### src/rtl/uart_ctrl_pkg.sv
// ----------------------------------------------------------------------------
// uart_ctrl_pkg : shared types and helpers for the UART transmit scheduler
// Revision: 1.0
// ----------------------------------------------------------------------------
`default_nettype none

package uart_ctrl_pkg;

  typedef enum logic [1:0] {
    IDLE       = 2'd0,
    LOAD       = 2'd1,
    WAIT_START = 2'd2,
    WAIT_DONE  = 2'd3
  } sched_state_t;

  // Default watchdog span in bit periods: roughly two full frames.
  localparam int TIMEOUT_MULT = 24;

  function automatic int uart_clkcount(input int clk_freq, input int baud_rate);
    return clk_freq / baud_rate;
  endfunction

endpackage

`default_nettype wire

### src/rtl/rr_arbiter.sv
// ----------------------------------------------------------------------------
// rr_arbiter : combinational round-robin pick, first request after pointer
// Revision: 1.0
// ----------------------------------------------------------------------------
`default_nettype none

module rr_arbiter #(
  parameter int N = 4
) (
  input  logic [N-1:0] req,
  input  logic [2:0]   pointer,
  output logic [N-1:0] grant,
  output logic [2:0]   index,
  output logic         found
);

  logic       hit_hi;
  logic       hit_lo;
  logic [2:0] idx_hi;
  logic [2:0] idx_lo;

  // Scan downwards so the lowest index in each half wins; indices above the
  // pointer outrank the wrapped-around ones.
  always_comb begin
    hit_hi = 1'b0;
    hit_lo = 1'b0;
    idx_hi = '0;
    idx_lo = '0;
    for (int i = N - 1; i >= 0; i--) begin
      if (req[i]) begin
        if (3'(i) > pointer) begin
          hit_hi = 1'b1;
          idx_hi = 3'(i);
        end else begin
          hit_lo = 1'b1;
          idx_lo = 3'(i);
        end
      end
    end
    found = hit_hi | hit_lo;
    index = hit_hi ? idx_hi : idx_lo;
    grant = '0;
    for (int i = 0; i < N; i++) begin
      grant[i] = found && (index == 3'(i));
    end
  end

endmodule

`default_nettype wire

### src/rtl/uart_tx_sched.sv
// ----------------------------------------------------------------------------
// uart_tx_sched : round-robin sharing of one UART transmitter among requesters
// Revision: 1.0
// ----------------------------------------------------------------------------
`default_nettype none

module uart_tx_sched
  import uart_ctrl_pkg::*;
#(
  parameter int NUM_REQ   = 4,
  parameter int clk_freq  = 1000000,
  parameter int baud_rate = 9600,
  parameter int TIMEOUT   = 0
) (
  input  logic                 clk,
  input  logic                 rst,
  input  logic [NUM_REQ-1:0]   req_valid,
  input  logic [8*NUM_REQ-1:0] req_data,
  output logic [NUM_REQ-1:0]   req_ready,
  output logic [NUM_REQ-1:0]   done_pulse,
  output logic                 busy,
  output logic [2:0]           grant_id,
  output logic                 timeout_err,
  output logic                 uart_newd,
  output logic [7:0]           uart_dintx,
  input  logic                 uart_tx,
  input  logic                 uart_donetx
);

  localparam int TO_LIMIT = (TIMEOUT == 0) ?
                            TIMEOUT_MULT * uart_clkcount(clk_freq, baud_rate) : TIMEOUT;
  localparam int TO_W     = $clog2(TO_LIMIT + 1);

  generate
    if (NUM_REQ < 2 || NUM_REQ > 8) begin : g_bad_num_req
      $error("uart_tx_sched: NUM_REQ must be in 2..8");
    end
  endgenerate

  sched_state_t       state;
  logic [2:0]         rr_ptr;
  logic [NUM_REQ-1:0] grant_oh;
  logic [TO_W-1:0]    wd_cnt;
  logic               tx_meta, tx_sync;
  logic               done_meta, done_sync, done_prev;

  logic [NUM_REQ-1:0] arb_grant;
  logic [2:0]         arb_idx;
  logic               arb_found;
  logic [7:0]         sel_byte;
  logic               wd_hit;

  rr_arbiter #(.N(NUM_REQ)) u_arb (
    .req     (req_valid),
    .pointer (rr_ptr),
    .grant   (arb_grant),
    .index   (arb_idx),
    .found   (arb_found)
  );

  always_comb begin
    sel_byte = '0;
    for (int i = 0; i < NUM_REQ; i++) begin
      if (arb_grant[i]) sel_byte = req_data[8*i +: 8];
    end
  end

  assign wd_hit = (wd_cnt == TO_W'(TO_LIMIT - 1));

  always_ff @(posedge clk or negedge rst) begin
    if (!rst) begin
      state       <= IDLE;
      rr_ptr      <= 3'(NUM_REQ - 1);
      grant_oh    <= '0;
      wd_cnt      <= '0;
      tx_meta     <= 1'b1;
      tx_sync     <= 1'b1;
      done_meta   <= 1'b0;
      done_sync   <= 1'b0;
      done_prev   <= 1'b0;
      req_ready   <= '0;
      done_pulse  <= '0;
      busy        <= 1'b0;
      grant_id    <= '0;
      timeout_err <= 1'b0;
      uart_newd   <= 1'b0;
      uart_dintx  <= '0;
    end else begin
      // uart_tx / uart_donetx come from the UART's own clock domain.
      tx_meta    <= uart_tx;
      tx_sync    <= tx_meta;
      done_meta  <= uart_donetx;
      done_sync  <= done_meta;
      done_prev  <= done_sync;
      req_ready  <= '0;
      done_pulse <= '0;

      if (state == IDLE) begin
        if (arb_found) begin
          uart_dintx <= sel_byte;
          grant_id   <= arb_idx;
          grant_oh   <= arb_grant;
          req_ready  <= arb_grant;
          busy       <= 1'b1;
          wd_cnt     <= '0;
          state      <= LOAD;
        end
      end else if (wd_hit) begin
        timeout_err <= 1'b1;
        uart_newd   <= 1'b0;
        busy        <= 1'b0;
        rr_ptr      <= grant_id;
        state       <= IDLE;
      end else begin
        wd_cnt <= wd_cnt + 1'b1;
        case (state)
          LOAD: begin
            uart_newd <= 1'b1;
            state     <= WAIT_START;
          end
          // newd stays up until the start bit proves the UART accepted it.
          WAIT_START: begin
            if (!tx_sync) begin
              uart_newd <= 1'b0;
              state     <= WAIT_DONE;
            end
          end
          WAIT_DONE: begin
            if (done_sync && !done_prev) begin
              done_pulse <= grant_oh;
              busy       <= 1'b0;
              rr_ptr     <= grant_id;
              state      <= IDLE;
            end
          end
          default: state <= IDLE;
        endcase
      end
    end
  end

endmodule

`default_nettype wire
### config.mk
export PLATFORM = sky130hd
export DESIGN_NAME = uart_tx_sched
export DESIGN_NICKNAME = d
export VERILOG_FILES = /design/src/rtl/uart_ctrl_pkg.sv /design/src/rtl/rr_arbiter.sv /design/src/rtl/uart_tx_sched.sv
export SDC_FILE = /design/constraint.sdc
export NUM_CORES = 1
export LEC_CHECK = 0
export BUFFER_PORTS_ARGS = -buffer_cell sky130_fd_sc_hd__buf_2
export CAP_MARGIN = 20
export CELL_PAD_IN_SITES_DETAIL_PLACEMENT = 2
export CELL_PAD_IN_SITES_GLOBAL_PLACEMENT = 2
export CORE_MARGIN = 2
export CORE_UTILIZATION = 33
export CTS_BUF_LIST = sky130_fd_sc_hd__clkbuf_8
export CTS_CLUSTER_DIAMETER = 150
export DETAILED_ROUTE_END_ITERATION = 10
export GPL_TIMING_DRIVEN = 0
export PLACE_DENSITY_LB_ADDON = 0.25
export SLEW_MARGIN = 25
export SYNTH_ARGS = -nofsm -noshare
export SYNTH_HDL_FRONTEND = slang
export SYNTH_SLANG_ARGS = --single-unit
### constraint.sdc
create_clock -name clk -period 2.3 [get_ports clk]
set_clock_uncertainty 0.05 [all_clocks]
set_input_delay 0.575 -clock clk [delete_from_list [all_inputs] [get_ports clk]]
set_output_delay 0.575 -clock clk [all_outputs]
set_load 0.01 [all_outputs]
==> results of run 1 <==
-- metal layers --
layer  GRT usage (%)  wire length (um)  vias up
li1                -                 -      926
met1            22.6              2870      979
met2            33.0              3510       46
met3            3.45               239        7
met4            5.23               107        0
met5               0                 0        -
-- final cells by class --
cell class / count / area, um2 / share of cell area (%)
Buffer: 11 / 81.3 / 2.79
Multi-Input combinational cell: 164 / 1090 / 37.3
Timing Repair Buffer: 60 / 303 / 10.4
Clock inverter: 2 / 60.1 / 2.06
Tap cell: 96 / 120 / 4.12
Inverter: 7 / 26.3 / 0.901
Sequential cell: 46 / 1160 / 39.6
Clock buffer: 6 / 82.6 / 2.83
-- path summary, 6_finish.rpt --
kind                       slack [ns]                   endpoint  depth (start not counted)
hold reg to reg                  0.32          tx_sync$_DFF_PN1_                          0
max in group asynchronous        1.56    grant_oh[3]$_DFFE_PN0P_                          1
min in group clk                 0.31          tx_meta$_DFF_PN1_                          1
hold / removal                   0.23      wd_cnt[9]$_DFFE_PN0P_                          1
setup reg to reg                 0.18  uart_dintx[0]$_DFFE_PN0P_                          8
setup / recovery                 0.18  uart_dintx[0]$_DFFE_PN0P_                          8
-- cells in the final DEF, fill, tap and decap left out, types with 2 or more instances in the layout --
cell type | Yosys | layout
sky130_fd_sc_hd__nand3b_1 | 2 | 2
sky130_fd_sc_hd__o21bai_1 | 2 | 2
sky130_fd_sc_hd__nor2_1 | 13 | 13
sky130_fd_sc_hd__o21ai_0 | 6 | 6
sky130_fd_sc_hd__and2_1 | 7 | 7
sky130_fd_sc_hd__nand4_1 | 4 | 4
sky130_fd_sc_hd__clkbuf_1 | 2 | 2
sky130_fd_sc_hd__o211ai_1 | 2 | 2
sky130_fd_sc_hd__clkbuf_4 | 0 | 2
sky130_fd_sc_hd__buf_2 | 4 | 61
sky130_fd_sc_hd__and3_1 | 4 | 4
sky130_fd_sc_hd__a21oi_2 | 1 | 2
sky130_fd_sc_hd__nor2b_1 | 2 | 2
sky130_fd_sc_hd__dfstp_2 | 4 | 4
sky130_fd_sc_hd__dfrtp_1 | 42 | 42
sky130_fd_sc_hd__mux2i_1 | 9 | 9
sky130_fd_sc_hd__mux2_2 | 5 | 5
sky130_fd_sc_hd__nand2_1 | 31 | 31
sky130_fd_sc_hd__a21o_1 | 6 | 6
sky130_fd_sc_hd__nand2b_1 | 4 | 4
sky130_fd_sc_hd__o21ai_1 | 8 | 8
sky130_fd_sc_hd__clkbuf_8 | 0 | 6
sky130_fd_sc_hd__bufinv_16 | 0 | 2
sky130_fd_sc_hd__ha_1 | 5 | 5
sky130_fd_sc_hd__xor2_1 | 6 | 6
sky130_fd_sc_hd__a211oi_2 | 2 | 2
sky130_fd_sc_hd__buf_4 | 2 | 3
sky130_fd_sc_hd__nand3_1 | 18 | 18
sky130_fd_sc_hd__o211ai_2 | 5 | 5
sky130_fd_sc_hd__mux2_1 | 4 | 4
sky130_fd_sc_hd__inv_1 | 7 | 7
sky130_fd_sc_hd__buf_6 | 3 | 3
sky130_fd_sc_hd__a21oi_1 | 5 | 4
-- synth_stat cells, types with 6 or more instances --
cell type	count
sky130_fd_sc_hd__a21o_1	6
sky130_fd_sc_hd__and2_1	7
sky130_fd_sc_hd__dfrtp_1	42
sky130_fd_sc_hd__inv_1	7
sky130_fd_sc_hd__mux2i_1	9
sky130_fd_sc_hd__nand2_1	31
sky130_fd_sc_hd__nand3_1	18
sky130_fd_sc_hd__nor2_1	13
sky130_fd_sc_hd__o21ai_0	6
sky130_fd_sc_hd__o21ai_1	8
sky130_fd_sc_hd__xor2_1	6
-- stage by stage --
step / hold WS, ns / setup slack (ns) / cell area, um2 / util (%) / cells
floorplan: 0.229 / 0.602 / 2340 / - / 228
global placement: 0.282 / 0.146 / 2760 / 40.4 / 384
detailed placement: 0.304 / 0.112 / 2770 / 40.5 / 384
CTS: 0.249 / 0.0271 / 2910 / 42.6 / 392
global route: 0.270 / -0.00390 / 2920 / 42.7 / 392
finish: 0.228 / 0.179 / 2920 / 42.7 / 392
-- state kept, by name (all words and copies together) (netlist names), 2 cells and up --
register and flops:
grant_id 2, uart_dintx 8, req_ready 4, state 2, wd_cnt 12, done_pulse 4
grant_oh 4, rr_ptr 2
-- power by group through the flow --
stage          registers [mW]  clock network, mW  logic (mW)
3_3_place_gp             1.21                  0        1.36
6_report                 1.22              0.758        1.43
4_1_cts                  1.22              0.773        1.44
2_1_floorplan            1.24                  0       0.897
3_5_place_dp             1.23                  0        1.42
5_1_grt                  1.25              0.807        1.59
-- kinds of logic (layout without fill, tap and decap cells) --
| kind of cell | Yosys count | count (layout) | share of synthesized area [%] |
|---|---|---|---|
| compound gates | 45 | 45 | 14.4 |
| xor+xnor | 7 | 7 | 2.62 |
| fa+ha+maj | 5 | 5 | 2.67 |
| buf+inv | 18 | 86 | 4.38 |
| flops | 46 | 46 | 49.4 |
| mux | 18 | 18 | 8.17 |
| other cells | 1 | 1 | 0.160 |
| simple gates | 88 | 88 | 18.3 |
-- critical path, cell delays in order (launching register included) --
cell	delay, ns
sky130_fd_sc_hd__dfrtp_1	0.41
sky130_fd_sc_hd__inv_1	0.12
sky130_fd_sc_hd__ha_1	0.29
sky130_fd_sc_hd__inv_1	0.16
sky130_fd_sc_hd__a21oi_2	0.22
sky130_fd_sc_hd__clkbuf_4	0.27
sky130_fd_sc_hd__nand2_1	0.15
sky130_fd_sc_hd__a211oi_2	0.26
sky130_fd_sc_hd__a211oi_2	0.07
-- what timing repair did --
item	CTS	global route
hold buffers	0	0
resized for setup	0	3
endpoints found under the setup margin	0	10
==> results, run 1 <==
- The run finished with clean final reports.
- CTS placed an instance of sky130_fd_sc_hd__clkbuf_8 at the clock tree root.
- The TritonCTS clock tree is yes.
- The primary flip-flop cell chosen by synthesis mapping is sky130_fd_sc_hd__dfrtp_1.
- The type of the worst setup path is reg2reg.
- At the end of the flow, the number of nets in the layout was 340.
- The switching portion of total power is 38.8%.
- The average detailed-routed wire length per instance is 17.1 um.
- Compared with the post-synthesis result, the final layout area differs by 24.5%.
- The source of the worst register-to-register timing path is state[0]$_DFFE_PN0P_.
- The average cell area after synthesis is 10.3 um2.
- Sorting the synthesized cells by area gives the leading types as sky130_fd_sc_hd__dfrtp_1 45%, sky130_fd_sc_hd__nand2_1 5.0%, sky130_fd_sc_hd__dfstp_2 4.5%.
- The number of DRC markers in iteration 0 is 71.
- In this run the number of H-tree levels came out at 2.
- The internal power contribution is 2.08 mW.
- In this run the power density over the cells is 1170 nW/um2.
- The number of endpoints with negative hold slack in the final report came to 0.
- The clock transition at the registers of the reported paths is 0.09 ns.
- The congestion estimate from routability-driven global placement came to 0.754.
- In this run the standard cell core region covers 6830 um2.
- The proportion of power drawn by flip-flops and latches is 35.7%.
- The data arrival time of the critical path is 2.25 ns.
- The share of the synthesized area in the top cell type is 44.9%.
- After synthesis, the netlist uses 43 different library cells.
- The endpoint type of the worst setup path is a flop.
- The half-perimeter wire length after detailed placement is 5.04 mm.
- The synthesized design contains 0 enable-type register cells.
- Of all nets on the critical path, the largest fanout is 10.
- The biggest area contributor in the post-synthesis netlist is sky130_fd_sc_hd__dfrtp_1.
- The height of the die is 88.2 um.
- For this run, design rule violations remaining after detail routing come to 0.
- The critical path launch point is state[0]$_DFFE_PN0P_.
- In this run the static leakage power is 1.43 nW.
- Dividing the detail-routed via count by the number of cells gives 4.99.
- After floorplanning, the core was divided into 30 placement rows.
- CTS saw 46 sinks.
- The synthesized net count is 273.
- The fill cell total of the finished layout is 804.
- The width of the die is 88.2 um.
- The overall power after layout is 3.40 mW.
- The worst supply voltage drop on vdd is 523 uV.
- The initial antenna violation count is 0.
- The total overflow left after global routing is 0.
- The largest net degree at the start of global routing is 47.
- The clock buffer count from CTS is 5.
- The clock reaches the later pin of the worst-skew pair after 0.30 ns.
- The routed layout has 1958 vias.
- The total number of yosys warnings is 0.
- The wire length of the first global-routing pass is 10.9 mm.
- For the pin with the worst max-slew slack, the measured transition is 0.604 ns.
- The number of instances in the synthesized netlist is 228.
- Summed over all nets, the switching power comes to 1.32 mW.
- The cell area that synthesis handed to floorplanning was 2340 um2.
- The longest clock path from root to sink contains 2 buffers.
- Setup violations remaining at the end of the flow were counted as 0.
- The maximum achievable frequency is 471 MHz.
- The first TritonRoute pass finished after 4 iterations.
- The clock network burns 22.3% of the power.
- The portion of the clock cycle consumed by the worst path in the final layout is 92.2%.
- The relative slew slack is 59.7%.
- The synthesized flop and latch total is 46.
- For the worst setup path, the data required time is 2.43 ns.
- The reported max-cap violation count is 0.
- Subtracting the final worst setup slack from the clock period gives 2.12 ns.
- The number of I/O pins is 62.
- Setup total negative slack on the finished layout was measured at 0 ns.
- The via count of the first global-routing pass was 2190.
- The area enclosed by the die boundary is 7790 um2.
- The post-CTS setup buffer count is 0.
- The initial utilization of the core area, before any placement, comes to 34.3%.
- During placement, the flow inserted port buffers numbering 60.
- The fraction of registers with async set/reset is 100%.
- The post-route netlist has 32.8% of its cells at a drive strength greater than 1.
- The total length of routed wires is 6.72 mm.
- The number of antenna diodes in the final layout is 0.
- Sequential cells were found to cover 49.4% of the synthesized design area.
- Once detail routing completed, the nets flagged for antenna violations numbered 0.
- The global-route total usage across every layer is 18.4%.
- Combinational logic is responsible for 42.0% of the overall power.
- The critical path launch point type is a flop.
- The class of the tightest hold or removal check is in2async.
- The max-slew violation count is 0.
No activity file was read; power rests on OpenSTA's default activity.
==> inputs of run 2 (changes only) <==
--- a/config.mk
+++ b/config.mk
@@ -16,6 +16,7 @@
 export DETAILED_ROUTE_END_ITERATION = 10
 export GPL_TIMING_DRIVEN = 0
 export PLACE_DENSITY_LB_ADDON = 0.25
+export RECOVER_POWER = 100
 export SLEW_MARGIN = 25
 export SYNTH_ARGS = -nofsm -noshare
 export SYNTH_HDL_FRONTEND = slang
==> results, run 2 (synthesized netlist as in run 1, its figures left out) <==
- On the critical path, the stage with the largest delay is an instance of sky130_fd_sc_hd__dfrtp_1.
- The max-slew violation count was 0.
- IR analysis of the VDD net gives a maximum drop of 507 uV.
- The cell count of the worst reg-to-reg path is 7.
- The first routing iteration left 82 violations.
- The placeable core region is 6830 um2.
- The proportion of layout cells with a drive suffix above 1 is 25.3%.
- The endpoint of the worst hold-timing path is tx_meta$_DFF_PN1_.
- The die is 88.2 um wide.
- The total clock sinks is 46.
- Global routing consumed, on the met1 layer, 22.6% of the routing resources.
- The global-route total usage across every layer is 18.4%.
- For this run, global-route usage on met2 was measured as 33.0%.
- The portion of the clock cycle consumed by the worst path in the final layout is 92.6%.
- The fill cell total of the finished layout is 808.
- The worst setup path is launched from a flop.
- The largest net degree at the start of global routing is 47.
- The count of TritonRoute iterations in the first routing pass is 4.
- The endpoint type of the worst setup path is a flop.
- Setup slack closes at 0.170 ns.
- The TritonCTS clock tree is yes.
- The smallest clock period supported by the final layout is computed as 2.13 ns.
- The final weighted congestion in routability-driven placement is 0.754.
- The flow ran to the end, and the final reports show no timing, DRC or antenna violations.
- The number of levels in the clock H-tree is 2.
- The DRC violations left is 0.
- The area added between synthesis and finish is 23.2%.
- The average detailed-routed wire length per instance is 17.2 um.
- For this run, global-route usage on met3 was measured as 3.45%.
- Summed over all nets, the half-perimeter wirelength after detailed placement is 5.04 mm.
- The number of endpoints with negative hold slack in the final report is 0.
- The largest registers in the layout are wd_cnt: 12 flops, uart_dintx: 8 flops.
- The global routing stage identified its most utilized layer as met2.
- The final setup violation count is 0.
- The area enclosed by the die boundary is 7790 um2.
- Across the run, the number of max-cap violations was 0.
- The data arrival time of the critical path is 2.24 ns.
- 62 I/O pins were placed.
- The measured slew at the worst slew-check pin is 1.21 ns.
- The source of the worst register-to-register timing path is wd_cnt[0]$_DFFE_PN0P_.
- At the end of the flow, the number of nets in the layout was 340.
- The tree is rooted in a sky130_fd_sc_hd__clkbuf_8.
- The initial utilization of the core area, before any placement, comes to 34.3%.
- Row generation in the floorplan step produced 30 rows.
- The post-placement setup slack is 0.112 ns.
- The commonest non-fill, non-tap cell in the layout is sky130_fd_sc_hd__dfrtp_1.
- The largest register by flop count is wd_cnt.
- The highest fanout seen on the critical path is 10.
- The total length of routed wires is 6.74 mm.
- Port buffering added 60 buffers.
- The clock transition at the registers of the reported paths is 0.09 ns.
- The reg-to-reg setup timing slack is 0.17 ns.
- The average vias per placed instance is 5.00.
- TritonCTS created 5 clock buffers.
- The overall power after layout is 3.37 mW.
- The via count of the routed design is 1959.
- At the worst endpoint, the required time is 2.41 ns.
- On the worst path, the slowest cell contributes a delay of 0.44 ns.
- The number of inserted diodes is 0.
- The clock latency on the worst-skew pair is 0.30 ns.
- The post-route antenna net violation count is 0.
- From bottom edge to top edge, the die measures 88.2 um.
- The class of the tightest hold or removal check is in2reg.
- The relative slew slack is 19.2%.
- The initial antenna violation count is 0.
- The type of the worst setup path is reg2reg.
- The worst hold path begins at uart_tx.
- The critical path goes through ha_1 > and3_1 > a41oi_1 > clkbuf_1 > nor2_1 > o21ai_1 > o41ai_1.
- The first global-routing pass estimated 10.9 mm of wire.
- The via count of the first global-routing pass is 2190.
- In the layout the commonest cells are 42 x sky130_fd_sc_hd__dfrtp_1, 39 x sky130_fd_sc_hd__buf_2, 31 x sky130_fd_sc_hd__nand2_1, 24 x sky130_fd_sc_hd__clkbuf_1, 18 x sky130_fd_sc_hd__nand3_1.
- The instance count after placement with tap cells included is 384.
- The finished layout holds 392 standard cells, fillers aside.
- The leakage component of the power is 1.35 nW.
- The number of flip-flops under the largest register name is 12.
- The total overflow left after global routing is 0.
- Static timing analysis puts the maximum clock frequency at 469 MHz.
- The endpoint identified for the worst register-to-register timing path is wd_cnt[5]$_DFFE_PN0P_.
- The power density normalized to cell area is 1170 nW/um2.
- The cell depth of the worst hold path is 1.
- The longest clock path from root to sink contains 2 buffers.
-- run 2: cell count changes in the layout (fill, tap and decap cells not counted) --
cell / before / now
sky130_fd_sc_hd__and2_0: 0 / 2
sky130_fd_sc_hd__buf_2: 61 / 39
sky130_fd_sc_hd__clkbuf_2: 0 / 1
sky130_fd_sc_hd__o21ai_0: 6 / 8
sky130_fd_sc_hd__o21ai_1: 8 / 6
sky130_fd_sc_hd__buf_4: 3 / 2
sky130_fd_sc_hd__and2_1: 7 / 5
sky130_fd_sc_hd__clkbuf_1: 2 / 24
-- run 2: power breakdown --
group / switching (mW) / internal (mW) / total [mW]
clock: 0.293 / 0.464 / 0.757
sequential: 0.174 / 1.04 / 1.22
combinational: 0.857 / 0.535 / 1.39
total: 1.32 / 2.04 / 3.37
-- run 2: final cells by class --
| type | instances | area, um2 | share of cell area [%] |
|---|---|---|---|
| Sequential cell | 46 | 1160 | 40.1 |
| Inverter | 7 | 26.3 | 0.910 |
| Timing Repair Buffer | 60 | 274 | 9.49 |
| Clock inverter | 2 | 60.1 | 2.08 |
| Clock buffer | 6 | 82.6 | 2.86 |
| Tap cell | 96 | 120 | 4.16 |
| Buffer | 11 | 80.1 | 2.77 |
| Multi-Input combinational cell | 164 | 1090 | 37.7 |
-- run 2: per-stage QoR --
stage / hold WS [ns] / util (%) / instance area, um2 / setup TNS (ns)
finish: 0.313 / 42.3 / 2890 / 0
CTS: 0.249 / 42.6 / 2910 / 0
global route: 0.295 / 42.3 / 2890 / -0.00390
detailed placement: 0.304 / 40.5 / 2770 / 0
floorplan: 0.229 / - / 2340 / 0
global placement: 0.282 / 40.4 / 2760 / 0
-- run 2: per-layer routing --
layer,routed length [um],part of all wire [%]
met1,2890,43
met3,232,3.4
met4,108,1.6
met2,3510,52
met5,0,0
-- run 2: repair_timing --
| action | CTS | global route |
|---|---|---|
| buffers inserted | 0 | 0 |
| resized for setup | 0 | 3 |
| setup endpoints to repair | 0 | 10 |
| hold buffers | 0 | 0 |
-- run 2: how the worst max path moves through the flow --
stage                           from                   endpoint  slack (ns)
5_1_grt         state[0]$_DFFE_PN0P_  uart_dintx[0]$_DFFE_PN0P_      -0.004
2_1_floorplan   state[0]$_DFFE_PN0P_  uart_dintx[1]$_DFFE_PN0P_        0.60
3_5_place_dp            req_valid[3]           busy$_DFFE_PN0P_        0.11
4_1_cts         state[0]$_DFFE_PN0P_  uart_dintx[0]$_DFFE_PN0P_        0.03
3_3_place_gp            req_valid[3]           busy$_DFFE_PN0P_        0.15
6_report       wd_cnt[0]$_DFFE_PN0P_      wd_cnt[5]$_DFFE_PN0P_        0.17
-- run 2: critical path, delay by kind of cell (launching register included) --
family	cells	cell delay (ns)
AOI/OAI and AO/OA	3	0.46
and+or+nand+nor	2	0.40
adders and majority gates	1	0.23
buffers and inverters	1	0.42
DFF	1	0.44
==> inputs of run 3 (changes only) <==
--- a/config.mk
+++ b/config.mk
@@ -10,7 +10,7 @@
 export CELL_PAD_IN_SITES_DETAIL_PLACEMENT = 2
 export CELL_PAD_IN_SITES_GLOBAL_PLACEMENT = 2
 export CORE_MARGIN = 2
-export CORE_UTILIZATION = 33
+export CORE_UTILIZATION = 36
 export CTS_BUF_LIST = sky130_fd_sc_hd__clkbuf_8
 export CTS_CLUSTER_DIAMETER = 150
 export DETAILED_ROUTE_END_ITERATION = 10
==> constraint.sdc (replaced) <==
create_clock -name clk -period 2.75 [get_ports clk]
set_clock_uncertainty 0.05 [all_clocks]
set_input_delay 0.6875 -clock clk [delete_from_list [all_inputs] [get_ports clk]]
set_output_delay 0.6875 -clock clk [all_outputs]
set_load 0.01 [all_outputs]
==> results, run 3 (synthesized netlist as in run 1, its figures left out) <==
- The placeable core region is 6310 um2.
- Summed over all failing endpoints, the final setup total negative slack is 0 ns.
- The relative slew slack is 21.1%.
- The average vias per placed instance is 5.27.
- The type of the worst setup path is reg2reg.
- For the pin with the worst max-slew slack, the measured transition is 1.18 ns.
- In this run the power density over the cells is 941 nW/um2.
- Derived from the worst setup path, the maximum achievable clock frequency is 434 MHz.
- The number of endpoints with negative hold slack in the final report came to 0.
- Dividing the detail-routed wire length by the instance count gives 17.6 um.
- The height of the die is 84.7 um.
- The number of levels in the clock H-tree is 2.
- The total length of routed wires is 6.58 mm.
- The floorplan step set the die width to 84.7 um.
- The worst setup path is launched from a flop.
- The worst supply voltage drop on vdd is 454 uV.
- The proportion of power drawn by flip-flops and latches is 38.3%.
- After clock tree synthesis, the clock-pin slew on the worst setup and hold paths is 0.09 ns.
- For the worst setup path, the data arrival time is 2.43 ns.
- Clock tree synthesis inserted a total of 5 buffers.
- The overall power after layout is 2.64 mW.
- The worst path in the final design needs a cycle of 2.30 ns, including I/O delays and setup.
- The path class of the tightest hold or removal check is reg2reg.
- In the global route stage, overall resource usage came out at 19.8%.
- Once the clock tree was built, the setup fixing pass inserted 0 buffers.
- Detailed routing inserted a total of 1965 vias.
- The TritonCTS clock tree is yes.
- For this configuration, the core starts out at a cell density of 37.1%.
- The cell with the largest stage delay on the worst path is sky130_fd_sc_hd__dfstp_1.
- Net switching is 40.6% of the power.
- The cell type with the highest occurrence count on the critical path is sky130_fd_sc_hd__mux2i_1.
- Internal power comes to 1.57 mW.
- For this run the aggregate overflow at the end of global routing stands at 0.
- The share of total power dissipated in the clock network is 19.3%.
- The critical path goes through mux2i_1 > o22ai_1 > a21o_1 > clkbuf_1 > mux2i_1 > o211ai_1.
- The highest fanout seen on the critical path is 10.
- The leakage component of the power is 1.32 nW.
- The via count of the first global-routing pass is 2155.
- The die covers 7170 um2.
- The clock reaches the later pin of the worst-skew pair after 0.30 ns.
- The count of port buffers added during placement is 60.
- The number of DRC markers in iteration 0 is 62.
- The maximum buffer depth of the clock tree is 2.
- Setup violations remaining at the end of the flow were counted as 0.
- The register with the most flip-flops in the layout has 12 of them.
- The floorplan row count is 29.
- The post-route antenna net violation count is 0.
- Relative to the synthesized area, the layout overhead comes to 19.6%.
- The proportion of layout cells with a drive suffix above 1 is 22.6%.
- The congestion estimate from routability-driven global placement came to 0.780.
- Summed over all nets, the switching power comes to 1.07 mW.
- At the worst endpoint, the required time is 2.88 ns.
- The combinational power share is 42.3%.
- The count of hold-fix buffers inserted at cts is 0.
- The largest register by flop count is wd_cnt.
- The initial antenna violation count is 0.
- The max-slew violation count came to 0.
- The endpoint type of the worst setup path is a flop.
- The tree built by TritonCTS fans out to 46 sinks.
- The largest net degree at the start of global routing is 47.
- Leaving out fill and tap cells, the most frequent cell in the layout is sky130_fd_sc_hd__dfrtp_1.
- The wire length of the first global-routing pass is 11.0 mm.
- In the routed design, unresolved DRC markers number 0.
- Dividing the final minimum period by the clock period gives 83.7%.
- The HPWL after detailed placement is 4.97 mm.
- The run finished with clean final reports.
- In the final layout, the registers with the most flip-flops are wd_cnt: 12 flops, uart_dintx: 8 flops.
- The number of inserted diodes is 0.
- Cells fill 44.4% of the core in the end.
- The number of I/O pins is 62.
- The tightest hold path in the finished design has a slack of 0.312 ns.
- Gates resized during post-CTS repair numbered 0.
- Setup repair after global routing left no endpoint under its margin.
- The first detailed-routing pass ran for 4 iterations.
- Across the run, the number of max-cap violations was 0.
- The final net count is 340.
- In the layout the commonest cells are 42 x sky130_fd_sc_hd__dfrtp_1, 40 x sky130_fd_sc_hd__buf_2, 31 x sky130_fd_sc_hd__nand2_1, 26 x sky130_fd_sc_hd__clkbuf_1, 18 x sky130_fd_sc_hd__nand3_1.
- The master cell of the clock root buffer is sky130_fd_sc_hd__clkbuf_8.
- The peak per-stage delay on the critical path is 0.65 ns.
run 3: cell count changes in the layout (fill, tap and decap cells not counted), sizes merged:
cell / before / now
bufinv: 2 / 1
clkbuf: 33 / 32
clkinvlp: 0 / 1
inv: 7 / 8
run 3: metal layers:
layer / global-route usage (%) / routed length (um) / up-vias
met5: 0 / 0 / -
met4: 5.63 / 63 / 0
met3: 3.05 / 222 / 6
met2: 35.1 / 3510 / 44
met1: 25.0 / 2790 / 991
li1: - / - / 924
run 3: layout make-up:
| cell class | count | area [um2] |
|---|---|---|
| fill | 744 | 3510 |
| sequential | 46 | 1160 |
| multi-input combinational | 164 | 1070 |
| timing repair buffer | 60 | 273 |
| tap | 77 | 96.3 |
| buffer | 11 | 71.3 |
| clock buffer | 5 | 68.8 |
| clock inverter | 3 | 41.3 |
| inverter | 7 | 26.3 |
run 3: stage by stage:
step           worst slack, ns  instances  area [um2]
3_5_place_dp             0.364        365        2740
5_1_grt                  0.236        373        2800
4_1_cts                  0.583        373        2850
3_3_place_gp             0.398        365        2740
6_report                 0.447        373        2800
2_1_floorplan            0.944        228        2340
run 3: worst max-delay path: cells and delay by family (launching register included):
| kind | cells | cell delay (ns) |
|---|---|---|
| DFF | 1 | 0.65 |
| buffers and inverters | 1 | 0.55 |
| AOI/OAI and AO/OA | 3 | 0.49 |
| muxes | 2 | 0.43 |
run 3: path summary, 6_finish.rpt:
path	from	endpoint	slack, ns	depth (start not counted)
min	done_meta$_DFF_PN0_	done_sync$_DFF_PN0_	0.31	0
min in group asynchronous	rst	wd_cnt[9]$_DFFE_PN0P_	0.55	1
max in group asynchronous	rst	grant_oh[1]$_DFFE_PN0P_	1.37	1
min reg2reg	done_meta$_DFF_PN0_	done_sync$_DFF_PN0_	0.31	0
max reg2reg	rr_ptr[1]$_DFFE_PN1P_	uart_dintx[1]$_DFFE_PN0P_	0.45	6
max	rr_ptr[1]$_DFFE_PN1P_	uart_dintx[1]$_DFFE_PN0P_	0.45	6
run 3: power by group through the flow:
stage / logic [mW] / clock network, mW / registers [mW]
3_5_place_dp: 1.19 / 0 / 1.02
2_1_floorplan: 0.750 / 0 / 1.04
6_report: 1.12 / 0.510 / 1.01
4_1_cts: 1.19 / 0.520 / 1.01
3_3_place_gp: 1.14 / 0 / 1.01
5_1_grt: 1.26 / 0.547 / 1.04
